<file path="config.mk">
export PLATFORM = sky130hd
export DESIGN_NAME = i2c_slave_responder_flat
export DESIGN_NICKNAME = d
export VERILOG_FILES = /design/src/rtl/i2c_slave_responder_if.sv /design/src/rtl/i2c_slave_responder.sv /design/src/flat_wrapper.sv
export SDC_FILE = /design/constraint.sdc
export NUM_CORES = 1
export LEC_CHECK = 0
export ABC_CLOCK_PERIOD_IN_PS = 4300
export CAP_MARGIN = 25
export CORE_ASPECT_RATIO = 1.2
export CORE_MARGIN = 2
export CORE_UTILIZATION = 55
export CTS_CLUSTER_DIAMETER = 80
export DETAILED_ROUTE_END_ITERATION = 8
export HOLD_SLACK_MARGIN = 0.02
export PLACE_DENSITY = 0.74
export SLEW_MARGIN = 20
export SYNTH_ARGS = -nofsm -noshare
export SYNTH_HDL_FRONTEND = slang
export SYNTH_SLANG_ARGS = --single-unit
</file>
<file path="constraint.sdc">
create_clock -name clk_i -period 4.3 [get_ports clk_i]
set_input_delay 0.645 -clock clk_i [delete_from_list [all_inputs] [get_ports clk_i]]
set_output_delay 0.645 -clock clk_i [all_outputs]
set_load 0.02 [all_outputs]
</file>
<file path="src/rtl/i2c_slave_responder_if.sv">
// Bus-side and host-side signal bundle for the I2C target responder.
interface i2c_slave_responder_if;
   logic       scl_i;
   logic       sda_i;
   logic       sda_o;
   logic [7:0] tx_dat_i;
   logic       tx_vld_i;
   logic       tx_rdy_o;
   logic [7:0] rx_dat_o;
   logic       rx_vld_o;
   logic       start_o;
   logic       stop_o;
   logic       rw_o;
   logic       busy_o;
   logic       underflow_o;

   modport slave (
      input  scl_i, sda_i, tx_dat_i, tx_vld_i,
      output sda_o, tx_rdy_o, rx_dat_o, rx_vld_o, start_o, stop_o, rw_o, busy_o, underflow_o
   );

   modport master (
      output scl_i, sda_i, tx_dat_i, tx_vld_i,
      input  sda_o, tx_rdy_o, rx_dat_o, rx_vld_o, start_o, stop_o, rw_o, busy_o, underflow_o
   );
endinterface

</file>
<file path="src/rtl/i2c_slave_responder.sv">
// I2C target: START/STOP detect, 7-bit address match, write-byte strobe and
// read bytes served from a TX FIFO, all sampled on the system clock.
module i2c_slave_responder #(
   parameter logic [6:0] SLAVE_ADDR = 7'h22,
   parameter int         TX_DEPTH   = 8,
   parameter logic [7:0] FILL_BYTE  = 8'hFF
) (
   input  logic                 clk_i,
   input  logic                 rst_i,
   i2c_slave_responder_if.slave bus
);
   localparam int AW = $clog2(TX_DEPTH);

   typedef enum logic [2:0] {
      IDLE, ADDR, ADDR_ACK, WR_DATA, WR_ACK, RD_DATA, RD_ACK, IGNORE
   } state_t;

   state_t     r_state, w_state;
   logic [2:0] r_scl_q, r_sda_q;
   logic       w_scl, w_sda, w_rise, w_fall, w_start, w_stop;

   logic [3:0] r_cnt, w_cnt;
   logic [6:0] r_sh, w_sh;
   logic [7:0] r_tx_sh, w_tx_sh;
   logic [7:0] r_rx_dat, w_rx_dat;
   logic       r_sda, w_sda_o;
   logic       r_rw, w_rw, r_busy, w_busy;
   logic       r_rx_vld, w_rx_vld, r_start_o, w_start_o, r_stop_o, w_stop_o, r_unf, w_unf;

   logic [7:0]    r_mem [TX_DEPTH];
   logic [AW-1:0] r_wp, r_rp;
   logic [AW:0]   r_fcnt, w_fcnt_nxt;
   logic          r_tx_rdy, w_push, w_pop, w_empty;
   logic [7:0]    w_load_byte;

   // [0],[1] synchronize, [2] is history for edge detection
   always_ff @(posedge clk_i) begin
      if (rst_i) begin
         r_scl_q <= '1;
         r_sda_q <= '1;
      end else begin
         r_scl_q <= {r_scl_q[1:0], bus.scl_i};
         r_sda_q <= {r_sda_q[1:0], bus.sda_i};
      end
   end

   assign w_scl   = r_scl_q[1];
   assign w_sda   = r_sda_q[1];
   assign w_rise  =  w_scl & ~r_scl_q[2];
   assign w_fall  = ~w_scl &  r_scl_q[2];
   assign w_start =  w_scl &  r_scl_q[2] & ~w_sda &  r_sda_q[2];
   assign w_stop  =  w_scl &  r_scl_q[2] &  w_sda & ~r_sda_q[2];

   assign w_empty     = (r_fcnt == '0);
   assign w_push      = bus.tx_vld_i & r_tx_rdy;
   assign w_fcnt_nxt  = r_fcnt + (AW+1)'(w_push) - (AW+1)'(w_pop);
   assign w_load_byte = w_empty ? FILL_BYTE : r_mem[r_rp];

   always_ff @(posedge clk_i) begin
      if (w_push) r_mem[r_wp] <= bus.tx_dat_i;
   end

   always_ff @(posedge clk_i) begin
      if (rst_i) begin
         r_wp     <= '0;
         r_rp     <= '0;
         r_fcnt   <= '0;
         r_tx_rdy <= 1'b1;
      end else begin
         if (w_push) r_wp <= r_wp + AW'(1);
         if (w_pop)  r_rp <= r_rp + AW'(1);
         r_fcnt   <= w_fcnt_nxt;
         r_tx_rdy <= (w_fcnt_nxt != (AW+1)'(TX_DEPTH));
      end
   end

   always_ff @(posedge clk_i) begin
      if (rst_i) begin
         r_state   <= IDLE;
         r_cnt     <= '0;
         r_sh      <= '0;
         r_tx_sh   <= '1;
         r_rx_dat  <= '0;
         r_sda     <= 1'b1;
         r_rw      <= 1'b0;
         r_busy    <= 1'b0;
         r_rx_vld  <= 1'b0;
         r_start_o <= 1'b0;
         r_stop_o  <= 1'b0;
         r_unf     <= 1'b0;
      end else begin
         r_state   <= w_state;
         r_cnt     <= w_cnt;
         r_sh      <= w_sh;
         r_tx_sh   <= w_tx_sh;
         r_rx_dat  <= w_rx_dat;
         r_sda     <= w_sda_o;
         r_rw      <= w_rw;
         r_busy    <= w_busy;
         r_rx_vld  <= w_rx_vld;
         r_start_o <= w_start_o;
         r_stop_o  <= w_stop_o;
         r_unf     <= w_unf;
      end
   end

   // sda_o only ever changes on a detected scl fall (or START/STOP/IGNORE release)
   always_comb begin
      w_state   = r_state;
      w_cnt     = r_cnt;
      w_sh      = r_sh;
      w_tx_sh   = r_tx_sh;
      w_rx_dat  = r_rx_dat;
      w_sda_o   = r_sda;
      w_rw      = r_rw;
      w_busy    = r_busy;
      w_rx_vld  = 1'b0;
      w_start_o = 1'b0;
      w_stop_o  = 1'b0;
      w_unf     = 1'b0;
      w_pop     = 1'b0;
      if (w_stop) begin
         w_state  = IDLE;
         w_sda_o  = 1'b1;
         w_busy   = 1'b0;
         w_stop_o = 1'b1;
      end else if (w_start) begin
         w_state   = ADDR;
         w_cnt     = '0;
         w_sda_o   = 1'b1;
         w_start_o = 1'b1;
      end else begin
         case (r_state)
            ADDR: if (w_rise) begin
               w_sh  = {r_sh[5:0], w_sda};
               w_cnt = r_cnt + 4'd1;
               if (r_cnt == 4'd7) begin
                  if (r_sh == SLAVE_ADDR) begin
                     w_rw    = w_sda;
                     w_busy  = 1'b1;
                     w_state = ADDR_ACK;
                  end else begin
                     w_busy  = 1'b0;
                     w_state = IGNORE;
                  end
               end
            end
            ADDR_ACK, WR_ACK: begin
               if (w_fall) begin
                  w_sda_o = 1'b0;
               end else if (w_rise) begin
                  w_cnt = '0;
                  if (r_state == ADDR_ACK && r_rw) begin
                     w_tx_sh = w_load_byte;
                     w_pop   = ~w_empty;
                     w_unf   = w_empty;
                     w_state = RD_DATA;
                  end else begin
                     w_state = WR_DATA;
                  end
               end
            end
            WR_DATA: begin
               if (w_fall) begin
                  w_sda_o = 1'b1;
               end else if (w_rise) begin
                  w_sh  = {r_sh[5:0], w_sda};
                  w_cnt = r_cnt + 4'd1;
                  if (r_cnt == 4'd7) begin
                     w_rx_dat = {r_sh, w_sda};
                     w_rx_vld = 1'b1;
                     w_state  = WR_ACK;
                  end
               end
            end
            // the fall before the first rise drives the MSB; fall after the 8th releases
            RD_DATA: begin
               if (w_fall) begin
                  if (r_cnt == 4'd8) begin
                     w_sda_o = 1'b1;
                     w_state = RD_ACK;
                  end else begin
                     w_sda_o = r_tx_sh[7];
                     w_tx_sh = {r_tx_sh[6:0], 1'b1};
                  end
               end else if (w_rise) begin
                  w_cnt = r_cnt + 4'd1;
               end
            end
            RD_ACK: if (w_rise) begin
               if (!w_sda) begin
                  w_tx_sh = w_load_byte;
                  w_pop   = ~w_empty;
                  w_unf   = w_empty;
                  w_cnt   = '0;
                  w_state = RD_DATA;
               end else begin
                  w_busy  = 1'b0;
                  w_state = IGNORE;
               end
            end
            IGNORE:  w_sda_o = 1'b1;
            default: ;
         endcase
      end
   end

   assign bus.sda_o       = r_sda;
   assign bus.tx_rdy_o    = r_tx_rdy;
   assign bus.rx_dat_o    = r_rx_dat;
   assign bus.rx_vld_o    = r_rx_vld;
   assign bus.start_o     = r_start_o;
   assign bus.stop_o      = r_stop_o;
   assign bus.rw_o        = r_rw;
   assign bus.busy_o      = r_busy;
   assign bus.underflow_o = r_unf;
endmodule

</file>
<file path="src/flat_wrapper.sv">
// flat-port wrapper written by rule: the top's interface ports become plain ports
module i2c_slave_responder_flat 
#(
   parameter logic [6:0] SLAVE_ADDR = 7'h22,
   parameter int         TX_DEPTH   = 8,
   parameter logic [7:0] FILL_BYTE  = 8'hFF
)
  (clk_i, rst_i, bus_scl_i, bus_sda_i, bus_tx_dat_i, bus_tx_vld_i, bus_sda_o, bus_tx_rdy_o, bus_rx_dat_o, bus_rx_vld_o, bus_start_o, bus_stop_o, bus_rw_o, bus_busy_o, bus_underflow_o);
  i2c_slave_responder_if bus_i ();
  input  logic clk_i;
  input  logic rst_i;
  input wire logic [$bits(bus_i.scl_i)-1:0] bus_scl_i;
  input wire logic [$bits(bus_i.sda_i)-1:0] bus_sda_i;
  input wire logic [$bits(bus_i.tx_dat_i)-1:0] bus_tx_dat_i;
  input wire logic [$bits(bus_i.tx_vld_i)-1:0] bus_tx_vld_i;
  output wire logic [$bits(bus_i.sda_o)-1:0] bus_sda_o;
  output wire logic [$bits(bus_i.tx_rdy_o)-1:0] bus_tx_rdy_o;
  output wire logic [$bits(bus_i.rx_dat_o)-1:0] bus_rx_dat_o;
  output wire logic [$bits(bus_i.rx_vld_o)-1:0] bus_rx_vld_o;
  output wire logic [$bits(bus_i.start_o)-1:0] bus_start_o;
  output wire logic [$bits(bus_i.stop_o)-1:0] bus_stop_o;
  output wire logic [$bits(bus_i.rw_o)-1:0] bus_rw_o;
  output wire logic [$bits(bus_i.busy_o)-1:0] bus_busy_o;
  output wire logic [$bits(bus_i.underflow_o)-1:0] bus_underflow_o;
  assign bus_i.scl_i = bus_scl_i;
  assign bus_i.sda_i = bus_sda_i;
  assign bus_i.tx_dat_i = bus_tx_dat_i;
  assign bus_i.tx_vld_i = bus_tx_vld_i;
  assign bus_sda_o = bus_i.sda_o;
  assign bus_tx_rdy_o = bus_i.tx_rdy_o;
  assign bus_rx_dat_o = bus_i.rx_dat_o;
  assign bus_rx_vld_o = bus_i.rx_vld_o;
  assign bus_start_o = bus_i.start_o;
  assign bus_stop_o = bus_i.stop_o;
  assign bus_rw_o = bus_i.rw_o;
  assign bus_busy_o = bus_i.busy_o;
  assign bus_underflow_o = bus_i.underflow_o;
  i2c_slave_responder #(.SLAVE_ADDR(SLAVE_ADDR), .TX_DEPTH(TX_DEPTH), .FILL_BYTE(FILL_BYTE)) u_core (.clk_i(clk_i), .rst_i(rst_i), .bus(bus_i));
endmodule
</file>
# Word-level counts from Yosys, hierarchy flattened
# Memory sizes are Yosys's and may differ from the RTL's. A register that Yosys moved wholly into a read port is not among the register bits.
# Cells that the tools add are included.
# word_totals
reg_bits	54
latchBits	0
ram_bits	64
rom_bits	0
inputBits	13
word_cells	172
memories	1
# op_classes
addsub	5
n_mul	0
n_div	0
n_lt_le_gt_ge	0
eq_ne	39
n_shift	0
mux	67
bitwise	18
n_reduce_logical	23
# mem_list
memory	depth	width	read_ports	rd_ports_with_merged_regs	wr	line_no	source
u_core.r_mem	8	8	1	1	1	i2c_slave_responder.sv:30	logic [7:0] r_mem [TX_DEPTH];
# op_table
cell	n
8-bit two-way mux	8
3-bit two-way mux	14
4-bit two-way mux	7
1-bit two-way mux	27
2-bit by 1-bit != test with 1-bit output, second input constant	12
3-bit by 1-bit != test with 1-bit output, second input constant	8
8-bit one-hot mux with 3 select lines	1
11-bit AND reduction	2
6-bit AND reduction	3
4-bit one-hot mux with 4 select lines	1
3-bit one-hot mux with 5 select lines	1
7-bit two-way mux	2
7-bit one-hot mux with 2 select lines	1
3-bit equality test, second input constant	4
3-bit != test, second input constant	4
1-bit NOT	10
10-bit AND reduction	1
5-bit nonzero test	2
1-bit bitwise AND	8
2-bit != test, second input constant	4
4-bit AND reduction	2
7-bit by 6-bit equality test with 1-bit output, second input constant	1
7-bit AND reduction	1
3-bit by 1-bit adder with 3-bit output, second input constant	2
20 further kinds	26

# Longest topological paths before layout
# Gate-level depths: netlist of run 1.
# depth
depth_word	10
depth_mapped	12
depth_no_buf	12

# Worst setup path after synthesis of run 1
# OpenSTA, ideal clock, no wires.
# synth_path
kind	reg-to-reg
from	reg u_core.r_state[2]
to	reg u_core.r_tx_rdy (netlist: u_core.bus.tx_rdy_o)
setup_time_ps	128
arrival_time_ps	2197
slack_ps	1976
path_stages_with_launch	10
n_path_buf	1
synth_period_minus_slack_ps	2324
path_cell_list	dfxtp_1 buf_2 nand2b_1 a2111oi_4 ha_1 inv_1 ha_1 fa_1 nor2_1 nand3_1
# synth_between
elab_chain_cells	10
# synth_rtl
item	line_no	source
start: declaration	i2c_slave_responder.sv:18	state_t r_state, w_state;
start signal: assignment	i2c_slave_responder.sv:92	r_state <= w_state;
3-bit by 2-bit equality test with 1-bit output	i2c_slave_responder.sv:133, i2c_slave_responder.sv:153	
1-bit logical AND	i2c_slave_responder.sv:153	if (r_state == ADDR_ACK && r_rw) begin
1-bit two-way mux	i2c_slave_responder.sv:153	
1-bit two-way mux	i2c_slave_responder.sv:151	end else if (w_rise) begin
1-bit two-way mux	i2c_slave_responder.sv:149	if (w_fall) begin
1-bit one-hot mux with 2 select lines (*)	i2c_slave_responder.sv:133	case (r_state)
1-bit two-way mux (*)	i2c_slave_responder.sv:127	end else if (w_start) begin
1-bit two-way mux (*)	i2c_slave_responder.sv:122	if (w_stop) begin
via u_core.w_pop	i2c_slave_responder.sv:33	logic r_tx_rdy, w_push, w_pop, w_empty;
4-bit by 1-bit subtractor with 4-bit output (*)	i2c_slave_responder.sv:56	assign w_fcnt_nxt = r_fcnt + (AW+1)'(w_push) - (AW+1)'(w_pop);
via u_core.w_fcnt_nxt[1]	i2c_slave_responder.sv:32	logic [AW:0] r_fcnt, w_fcnt_nxt;
4-bit != test (*)	i2c_slave_responder.sv:73	r_tx_rdy <= (w_fcnt_nxt != (AW+1)'(TX_DEPTH));
end signal: assignment	i2c_slave_responder.sv:73	
end: declaration	i2c_slave_responder.sv:33	
# Mark *: on every way through the listed nets, which the timed path passes. The rest lies on a longest branch.
# A chain may end at the register's enable or synchronous reset.

# Final worst setup path of run 1
# layout_path
from	reg u_core.r_state[2]
to	reg u_core.r_tx_rdy (netlist: u_core.bus.tx_rdy_o)
# layout_between
elab_chain_cells	10
# layout_rtl
item	line_no
3-bit by 2-bit equality test with 1-bit output	i2c_slave_responder.sv:133, i2c_slave_responder.sv:153
1-bit logical AND	i2c_slave_responder.sv:153
1-bit two-way mux	i2c_slave_responder.sv:153
1-bit two-way mux	i2c_slave_responder.sv:151
1-bit two-way mux	i2c_slave_responder.sv:149
1-bit one-hot mux with 2 select lines (*)	i2c_slave_responder.sv:133
1-bit two-way mux (*)	i2c_slave_responder.sv:127
1-bit two-way mux (*)	i2c_slave_responder.sv:122
via u_core.w_pop	i2c_slave_responder.sv:33
4-bit by 1-bit subtractor with 4-bit output (*)	i2c_slave_responder.sv:56
4-bit != test (*)	i2c_slave_responder.sv:73
# Marked as above.

==> metrics, run 1 <==
status=finished, final reports clean; final setup violation count=0; Fill cells=656; Area growth, synth to finish=17.4%; top area cells in the synthesized netlist=edfxtp_1, dfxtp_1, mux4_1; fin crit share=64.4%; 1st-iter DRT viols=147; clock slew at reported path FFs=0.06 ns; Yosys Warn Count=0; CTS Buf Count=17; htree depth=4; via count=3008; sequential area share after synthesis=60.9%; ANT cells=0; total die area=9930 um^2; worst-skew pair later-pin latency=0.52 ns; post-CTS sizing=0; Hold Path Class=flip-flop to flip-flop; Die Y=109 um; dominant synthesized flop cell=edfxtp_1; Slew Limit Fails=0; unrepaired setup endpoints after global routing=no; mean area per synthesized cell=13.3 um^2; wire per inst=16.4 um; Psw=0.760 mW; Clock Tree Root=clkbuf_8; layout cells sized above 1=11.4%; TritonCTS clock tree=yes; Post-Syn Nets=400; Final nets=432; DRC=0; Routed Antenna Nets=0; Combinational Power Share=13.8%; RePlAce Congestion=0.821; vias per cell=5.57; IO Pins=29; vias in the first global route=3041; Critical Path End Type=flip-flop; core area=8990 um^2; Setup Skew=0.00611 ns; crit start category=flip-flop; post-CTS setup buffer count=0; starting density of the core=56.0%; Synth async-reset ratio=0%; Power, Total=2.99 mW; Post-Syn Instances=377; Slew @ Worst Pin=0.814 ns; gr usage total=19.5%; WP data required=4.69 ns; crit path kind=flip-flop to flip-flop; CTS Hold Bufs=0; Arr. time, crit path=3.16 ns; Cell Pwr Density=507 nW/um^2; Mapped Area=5030 um^2; grt ovf=0; setup TNS=0 ns; CTS Buffer Depth=2; largest area contributor in the netlist=edfxtp_1; Flop pwr share=45.5%; critical path fanouts, max=19; Sink Count=121; clock power share=40.7%; LEAKAGE=2.09 nW; # port buffers=28; DRT Pass-1 Iters=4; Int Pwr=2.23 mW; commonest non-fill, non-tap cell in the layout=edfxtp_1; Peak VDD IR=0.411 mV; DP HPWL=5.82 mm; Max-Cap Viols=0; initial antenna violation count=0; first-pass GRT wire length=14.8 mm; Synth top area share=38.2%; largest net degree at the start of global routing=50; Distinct cells, synth=55; cell row count=38; Rel. slew slack=45.7%; EDFF count, synth=64; flops & latches, synth=121; Final min period=2.77 ns; Reg area=3060 um^2; most frequent cells in the layout=edfxtp_1, dfxtp_1, nor2_1, clkdlybuf4s50_1, mux2i_1; final hold slack=0.410 ns; Post-Route WL=8.86 mm; max frequency=361 MHz; Horiz. Die Dim=91.3 um; multi-input logic area=1820 um^2; Hold Vio Cnt, Final=0; switching share of power=25.4%
[path summary, 6_finish.rpt]
| path | from | endpoint | slack, ns | depth (start not counted) |
|---|---|---|---|---|
| worst max-delay path | u_core.r_state[2] | u_core.bus.tx_rdy_o | 1.53 | 10 |
| worst min-delay path | u_core.r_sda_q[0] | u_core.r_sda_q[1] | 0.41 | 1 |
| worst max register to register | u_core.r_state[2] | u_core.bus.tx_rdy_o | 1.53 | 10 |
| worst min register to register | u_core.r_sda_q[0] | u_core.r_sda_q[1] | 0.41 | 1 |
[synthesized netlist by cell type (all sizes together) (2+ instances only)]
library cell	count
edfxtp	64
dfxtp	57
nor2	44
mux2i	20
a21oi	16
mux4	16
nand2	15
inv	13
o21ai	13
clkbuf	11
nand2b	11
buf	9
ha	9
o221ai	8
nor3	7
or4	7
or2	6
nor2b	4
xnor2	4
and3b	3
nand3	3
nor3b	3
o21a	3
xor2	3
a2bb2oi	2
a41oi	2
nand4	2
nand4b	2
o22ai	2
[flip-flops by register name (all words and copies together) (netlist names), 4 cells and up, named ones only]
register	count
u_core.r_tx_sh	8
u_core.r_sh	7
u_core.r_mem	64
u_core.bus.rx_dat_o	8
u_core.r_cnt	4
u_core.r_fcnt	4
[logic make-up after synthesis]
| logic type | after synthesis | synth area share (%) |
|---|---|---|
| simple gates | 113 | 11.7 |
| xor+xnor | 7 | 1.22 |
| mux | 36 | 12.0 |
| buf+inv | 33 | 3.21 |
| flops | 121 | 60.9 |
| compound gates | 57 | 8.24 |
| fa+ha+maj | 10 | 2.64 |
[per-layer routing]
layer  vias to the layer above  track usage [%]  share of wire (%)
met5                         -                0                  0
met4                         0             8.77                1.8
met3                        15             5.18                2.9
met2                        48             35.1                 54
met1                      1465             21.7                 41
li1                       1480                -                  -
[worst max-delay path, cell delays in order (launching register included)]
cell and delay [ns]:
dfxtp_1 0.65, nand2b_1 0.23, a2111oi_4 0.52, ha_1 0.25, inv_1 0.08, ha_1 0.27, a21o_1 0.18, a21oi_1 0.16
xnor2_1 0.08, nor2_1 0.12, nand3_1 0.10
[layout make-up]
| type | count | share of cell area [%] |
|---|---|---|
| Sequential cell | 121 | 51.9 |
| Multi-Input combinational cell | 223 | 30.8 |
| Clock buffer | 20 | 7.21 |
| Timing Repair Buffer | 33 | 5.38 |
| Tap cell | 120 | 2.54 |
| Clock inverter | 10 | 1.38 |
| Inverter | 13 | 0.827 |
[power groups by stage]
| stage | Combinational (mW) | Clock [mW] | Sequential, mW |
|---|---|---|---|
| 2_1_floorplan | 0.326 | 0 | 1.35 |
| 3_3_place_gp | 0.400 | 0 | 1.38 |
| 3_5_place_dp | 0.410 | 0 | 1.38 |
| 4_1_cts | 0.416 | 1.24 | 1.36 |
| 5_1_grt | 0.467 | 1.29 | 1.37 |
| 6_report | 0.413 | 1.22 | 1.36 |
[metrics by stage]
stage / utilization [%] / instance area, um^2 / std cells / worst slack (ns)
finish: 65.7 / 5900 / 540 / 1.53
CTS: 65.6 / 5890 / 540 / 1.55
detailed placement: 59.9 / 5380 / 510 / 1.51
global route: 65.7 / 5900 / 540 / 1.30
global placement: 59.9 / 5380 / 510 / 1.56
floorplan: - / 5030 / 377 / 1.98
Power figures use the tool's default switching activity.
==> run 2: changes to the inputs <==
--- a/config.mk
+++ b/config.mk
@@ -5,7 +5,7 @@
 export SDC_FILE = /design/constraint.sdc
 export NUM_CORES = 1
 export LEC_CHECK = 0
-export ABC_CLOCK_PERIOD_IN_PS = 4300
+export ABC_CLOCK_PERIOD_IN_PS = 2600
 export CAP_MARGIN = 25
 export CORE_ASPECT_RATIO = 1.2
 export CORE_MARGIN = 2
==> constraint.sdc (replaced) <==
create_clock -name clk_i -period 2.6 [get_ports clk_i]
set_input_delay 0.39 -clock clk_i [delete_from_list [all_inputs] [get_ports clk_i]]
set_output_delay 0.39 -clock clk_i [all_outputs]
set_load 0.02 [all_outputs]
==> metrics, run 2 (synthesis results as in run 1) <==
via count=3140 (was 3008); max reg flops=64 (unchanged); Hold Path Class=flip-flop to flip-flop (unchanged); first-pass GRT wire length=15.7 mm (was 14.8 mm); Die Y=109 um (unchanged); critical path, cell by cell=nand2b_1 > a2111oi_4 > ha_1 > inv_1 > ha_1 > a21o_1 > a21oi_1 > xnor2_1 > nor2_1 > nand3_1 (unchanged); crit start category=flip-flop (unchanged); Post-Route WL=9.35 mm (was 8.86 mm); final hold slack=0.431 ns (was 0.410 ns); reg2reg end=u_core.bus.tx_rdy_o (unchanged); Hold Vio Cnt, Final=0 (unchanged); hold endpoint=u_core.r_sda_q[1] (unchanged); status=finished, final reports clean (unchanged); critical path fanouts, max=7 (was 19); final setup violation count=0 (unchanged); layout cells sized above 1=16.0% (was 11.4%); reg2reg setup slack=0.25 ns (was 1.53 ns); wire per inst=16.8 um (was 16.4 um); Final min period=2.35 ns (was 2.77 ns); total die area=9930 um^2 (unchanged); Final nets=447 (was 432); Worst path slowest cell=dfxtp_1 (unchanged); crit path kind=flip-flop to flip-flop (unchanged); DRC=0 (unchanged); Slew Limit Fails=0 (unchanged); Area growth, synth to finish=20.4% (was 17.4%); Rel. slew slack=54.1% (was 45.7%); Clock Tree Root=clkbuf_8 (unchanged); hold path cells=1 (unchanged); largest net degree at the start of global routing=35 (was 50); cell row count=38 (unchanged); vias in the first global route=3228 (was 3041); Cell Pwr Density=849 nW/um^2 (was 507 nW/um^2); Routed Antenna Nets=0 (unchanged); Peak VDD IR=0.522 mV (was 0.411 mV); r2r worst-path depth=10 (unchanged); vias per cell=5.64 (was 5.57); RePlAce Congestion=0.852 (was 0.821); fin crit share=90.2% (was 64.4%); max frequency=426 MHz (was 361 MHz); Top delay family on crit path=compound AO/OA/AOI/OAI gates (unchanged); Buf/Inv on CP=1 (unchanged); reg-to-reg startpoint=u_core.r_scl_q[1] (was u_core.r_state[2]); most frequent cells in the layout=edfxtp_1, dfxtp_1, nor2_1, clkdlybuf4s50_1 (was edfxtp_1, dfxtp_1, nor2_1, clkdlybuf4s50_1, mux2i_1); Max-Cap Viols=0 (unchanged); Fill cells=650 (was 656); multi-input logic area=1810 um^2 (was 1820 um^2); post-CTS setup buffer count=0 (unchanged); TritonCTS clock tree=yes (unchanged); IO Pins=29 (unchanged); Setup Skew=0.00678 ns (was 0.00611 ns); initial antenna violation count=0 (unchanged); DP HPWL=6.34 mm (was 5.82 mm); Slew @ Worst Pin=0.687 ns (was 0.814 ns); largest register by flop count=u_core.r_mem (unchanged); WP data required=2.99 ns (was 4.69 ns); slowest stage delay, CP=0.42 ns (was 0.65 ns); CTS Buffer Depth=2 (unchanged); DRT Pass-1 Iters=5 (was 4); unrepaired setup endpoints after global routing=no (unchanged); grt ovf=0 (unchanged); htree depth=4 (unchanged); 1st-iter DRT viols=167 (was 147); clock slew at reported path FFs=0.06 ns (about the same); commonest non-fill, non-tap cell in the layout=edfxtp_1 (unchanged); Sink Count=121 (unchanged); Reg area=3060 um^2 (unchanged); post-CTS sizing=0 (unchanged); Arr. time, crit path=2.74 ns (was 3.16 ns); core area=8990 um^2 (unchanged); worst-skew pair later-pin latency=0.51 ns (was 0.52 ns); gr usage total=21.0% (was 19.5%); CTS Hold Bufs=0 (unchanged); ANT cells=0 (unchanged); # port buffers=28 (unchanged); HP Start=u_core.r_sda_q[0] (unchanged); most frequent cell on the critical path=ha_1 (unchanged); setup TNS=0 ns (unchanged); LEAKAGE=2.20 nW (was 2.09 nW); starting density of the core=56.0% (unchanged); Horiz. Die Dim=91.3 um (unchanged); CTS Buf Count=17 (unchanged); Critical Path End Type=flip-flop (unchanged); Final Util=67.4% (was 65.7%)
## run 2: changes by cell type in the layout (fill, tap and decap cells not counted), sizes merged
cell	before	now
clkbuf	20	17
buf	5	20
inv	13	20
clkinvlp	4	2
## run 2: worst reg2reg max path: stages, from the launching register on
cell,delay (ns)
dfxtp_1,0.42
nand2b_1,0.23
a2111oi_4,0.35
ha_1,0.20
inv_1,0.06
ha_1,0.27
a21o_1,0.18
a21oi_1,0.19
xnor2_1,0.09
nor2_1,0.14
nand3_1,0.11
## run 2: worst max path at each step
stage                            from                  end  slack [ns]  cells past startpoint
floorplan           u_core.r_state[2]  u_core.bus.tx_rdy_o        0.28                      9
global placement    u_core.r_scl_q[2]  u_core.bus.tx_rdy_o        0.41                      8
detailed placement  u_core.r_scl_q[2]  u_core.bus.tx_rdy_o        0.27                     10
CTS                 u_core.r_scl_q[1]  u_core.bus.tx_rdy_o        0.20                     10
global route        u_core.r_scl_q[1]  u_core.bus.tx_rdy_o        0.02                     10
finish              u_core.r_scl_q[1]  u_core.bus.tx_rdy_o        0.25                     10
## run 2: final cells by class
class	instances	share of cell area, %
Clock buffer	17	6.84
Timing Repair Buffer	48	7.11
Inverter	13	0.806
Multi-Input combinational cell	223	29.9
Clock inverter	15	2.27
Sequential cell	121	50.6
Tap cell	120	2.48
## run 2: routing by layer
metal  wire length (um)  GRT usage (%)  vias to the layer above
met5                  0              0                        -
met1               3720           24.2                     1518
met3                434           5.46                       12
li1                   -              -                     1522
met2               5070           37.0                       88
met4                121           9.20                        0
## run 2: through the flow
| step | instances | power (mW) | worst slack, ns | area (um^2) |
|---|---|---|---|---|
| 2_1_floorplan | 377 | 2.77 | 0.276 | 5030 |
| 3_3_place_gp | 525 | 2.98 | 0.409 | 5500 |
| 3_5_place_dp | 525 | 3.01 | 0.272 | 5500 |
| 4_1_cts | 557 | 5.17 | 0.199 | 6050 |
| 5_1_grt | 557 | 5.36 | 0.0173 | 6050 |
| 6_report | 557 | 5.14 | 0.254 | 6050 |
## run 2: power by group
group | leakage [nW] | switching (mW) | internal, mW | total, mW
combinational | 0.885 | 0.436 | 0.345 | 0.781
sequential | 1.04 | 0.0561 | 2.15 | 2.20
clock | 0.271 | 0.879 | 1.28 | 2.16
total | 2.20 | 1.37 | 3.77 | 5.14
==> run 3: changes to the inputs <==
--- a/config.mk
+++ b/config.mk
@@ -6,14 +6,16 @@
 export NUM_CORES = 1
 export LEC_CHECK = 0
 export ABC_CLOCK_PERIOD_IN_PS = 2600
-export CAP_MARGIN = 25
+export CAP_MARGIN = 15
 export CORE_ASPECT_RATIO = 1.2
 export CORE_MARGIN = 2
 export CORE_UTILIZATION = 55
 export CTS_CLUSTER_DIAMETER = 80
 export DETAILED_ROUTE_END_ITERATION = 8
+export GPL_TIMING_DRIVEN = 0
 export HOLD_SLACK_MARGIN = 0.02
 export PLACE_DENSITY = 0.74
+export REMOVE_ABC_BUFFERS = 1
 export SLEW_MARGIN = 20
 export SYNTH_ARGS = -nofsm -noshare
 export SYNTH_HDL_FRONTEND = slang
==> metrics, run 3 (synthesis results as in run 1) <==
slowest stage delay, CP=0.46 ns (was 0.42 ns); slack of the critical path=0.210 ns (was 0.254 ns); Area growth, synth to finish=19.3% (was 20.4%); worst slack, placed=-0.0530 ns (was 0.272 ns); Final min period=2.39 ns (was 2.35 ns); Peak VDD IR=0.541 mV (was 0.522 mV); 1st-iter DRT viols=163 (was 167); placed cell areas=5400 um^2 (was 5500 um^2); fin crit share=91.9% (was 90.2%); max frequency=418 MHz (was 426 MHz); worst-skew pair later-pin latency=0.51 ns (about the same); crit path kind=flip-flop to flip-flop (unchanged); most frequent cell on the critical path=ha_1 (unchanged); layout cells sized above 1=16.1% (was 16.0%); Post-Layout Cell Count=542 (was 557); Sink Count=121 (unchanged); max reg flops=64 (unchanged); IO Pins=29 (unchanged); most frequent cells in the layout=edfxtp_1, dfxtp_1, nor2_1, clkdlybuf4s50_1, mux2i_1 (was edfxtp_1, dfxtp_1, nor2_1, clkdlybuf4s50_1); Arr. time, crit path=2.78 ns (was 2.74 ns); ANT cells=0 (unchanged); Rel. slew slack=36.6% (was 54.1%); Post-Route WL=8.99 mm (was 9.35 mm); Slew Limit Fails=0 (unchanged); commonest non-fill, non-tap cell in the layout=edfxtp_1 (unchanged); grt ovf=0 (unchanged); largest register by flop count=u_core.r_mem (unchanged); Final nets=432 (was 447); critical path, cell by cell=nand2b_2 > a2111oi_4 > ha_1 > inv_1 > ha_1 > fa_1 > nor2_1 > nand3_1 (was nand2b_1 > a2111oi_4 > ha_1 > inv_1 > ha_1 > a21o_1 > a21oi_1 > xnor2_1 > nor2_1 > nand3_1); via count=3071 (was 3140); vias in the first global route=2935 (was 3228); htree depth=4 (unchanged); largest net degree at the start of global routing=38 (was 35); TritonCTS clock tree=yes (unchanged); wire per inst=16.6 um (was 16.8 um); DRT Pass-1 Iters=4 (was 5); crit start category=flip-flop (unchanged); # port buffers=28 (unchanged); Slew @ Worst Pin=0.949 ns (was 0.687 ns); critical path fanouts, max=19 (was 7); Routed Antenna Nets=0 (unchanged); total die area=9930 um^2 (unchanged); Die Y=109 um (unchanged); Setup Skew=0.0101 ns (was 0.00678 ns); Cell Pwr Density=852 nW/um^2 (was 849 nW/um^2); LEAKAGE=2.14 nW (was 2.20 nW); core area=8990 um^2 (unchanged); Hold Vio Cnt, Final=0 (unchanged); final setup violation count=0 (unchanged); starting density of the core=56.0% (unchanged); status=finished, final reports clean (unchanged); gr usage total=19.6% (was 21.0%); Horiz. Die Dim=91.3 um (unchanged); first-pass GRT wire length=14.6 mm (was 15.7 mm); RePlAce Congestion=0.777 (was 0.852); Max-Cap Viols=0 (unchanged); vias per cell=5.67 (was 5.64); unrepaired setup endpoints after global routing=no (unchanged); Post-Place Cells=507 (was 525); clock slew at reported path FFs=0.06 ns (about the same); DRC=0 (unchanged); DP HPWL=5.81 mm (was 6.34 mm); Critical Path End Type=flip-flop (unchanged); CTS Buf Count=17 (unchanged); initial antenna violation count=0 (unchanged); cell row count=38 (unchanged); Hold Path Class=input port to flip-flop (was flip-flop to flip-flop); CTS Buffer Depth=2 (unchanged); WP data required=2.99 ns (about the same); final hold slack=0.219 ns (was 0.431 ns); Clock Tree Root=clkbuf_8 (unchanged); Worst path slowest cell=a2111oi_4 (was dfxtp_1); final instance area=6000 um^2 (was 6050 um^2)
## run 3: what timing repair did
action / CTS / global route
gates resized for setup: 2 / 8
setup endpoints to repair: 1 / 4
pin swaps: 0 / 1
hold buffers: 0 / 0
gates cloned: 0 / 0
buffers inserted: 0 / 3
## run 3: power breakdown
group	total, mW	leakage [nW]	switching, mW	internal (mW)
Combinational	0.692	0.826	0.372	0.319
Clock	2.15	0.270	0.871	1.28
Sequential	2.26	1.04	0.113	2.15
Total	5.11	2.14	1.36	3.75
## run 3: cell type report
class | instances | area, um^2
multi-input cells | 223 | 1850
well taps | 120 | 150
inverters | 13 | 48.8
repair buffers | 33 | 325
flip-flops and latches | 121 | 3070
clock buffers | 17 | 414
clock inverters | 15 | 140
fillers | 627 | 2990
## run 3: worst paths after layout
check	to	slack (ns)	depth (start not counted)	start
worst min register to register	u_core.r_sda_q[1]	0.42	1	u_core.r_sda_q[0]
worst max-delay path	u_core.bus.tx_rdy_o	0.21	8	u_core.r_state[2]
worst max register to register	u_core.bus.tx_rdy_o	0.21	8	u_core.r_state[2]
worst min-delay path	u_core.bus.rx_dat_o[2]	0.22	2	rst_i
## run 3: through the flow
step                      total power [mW]  util, %  TNS, ns
final                                 5.11     66.8        0
after global routing                  5.33     66.8        0
after CTS                             5.13     66.2        0
after detailed placement              2.97     60.0  -0.0530
after global placement                2.92     59.5    -5.88
after floorplan                       2.75        -        0
## run 3: layer usage
layer  part of all wire [%]  GRT usage [%]
met2                     53           33.8
met1                     42           23.1
met5                      0              0
met3                    4.2           5.25
met4                    1.5           8.98
## run 3: worst max-delay path: cells and delay by family, from the launching register on
family / cells / cell delay (ns)
buffers and inverters: 1 / 0.05
DFF: 1 / 0.40
and+or+nand+nor: 3 / 0.44
AOI/OAI and AO/OA: 1 / 0.46
adders and majority gates: 3 / 0.90
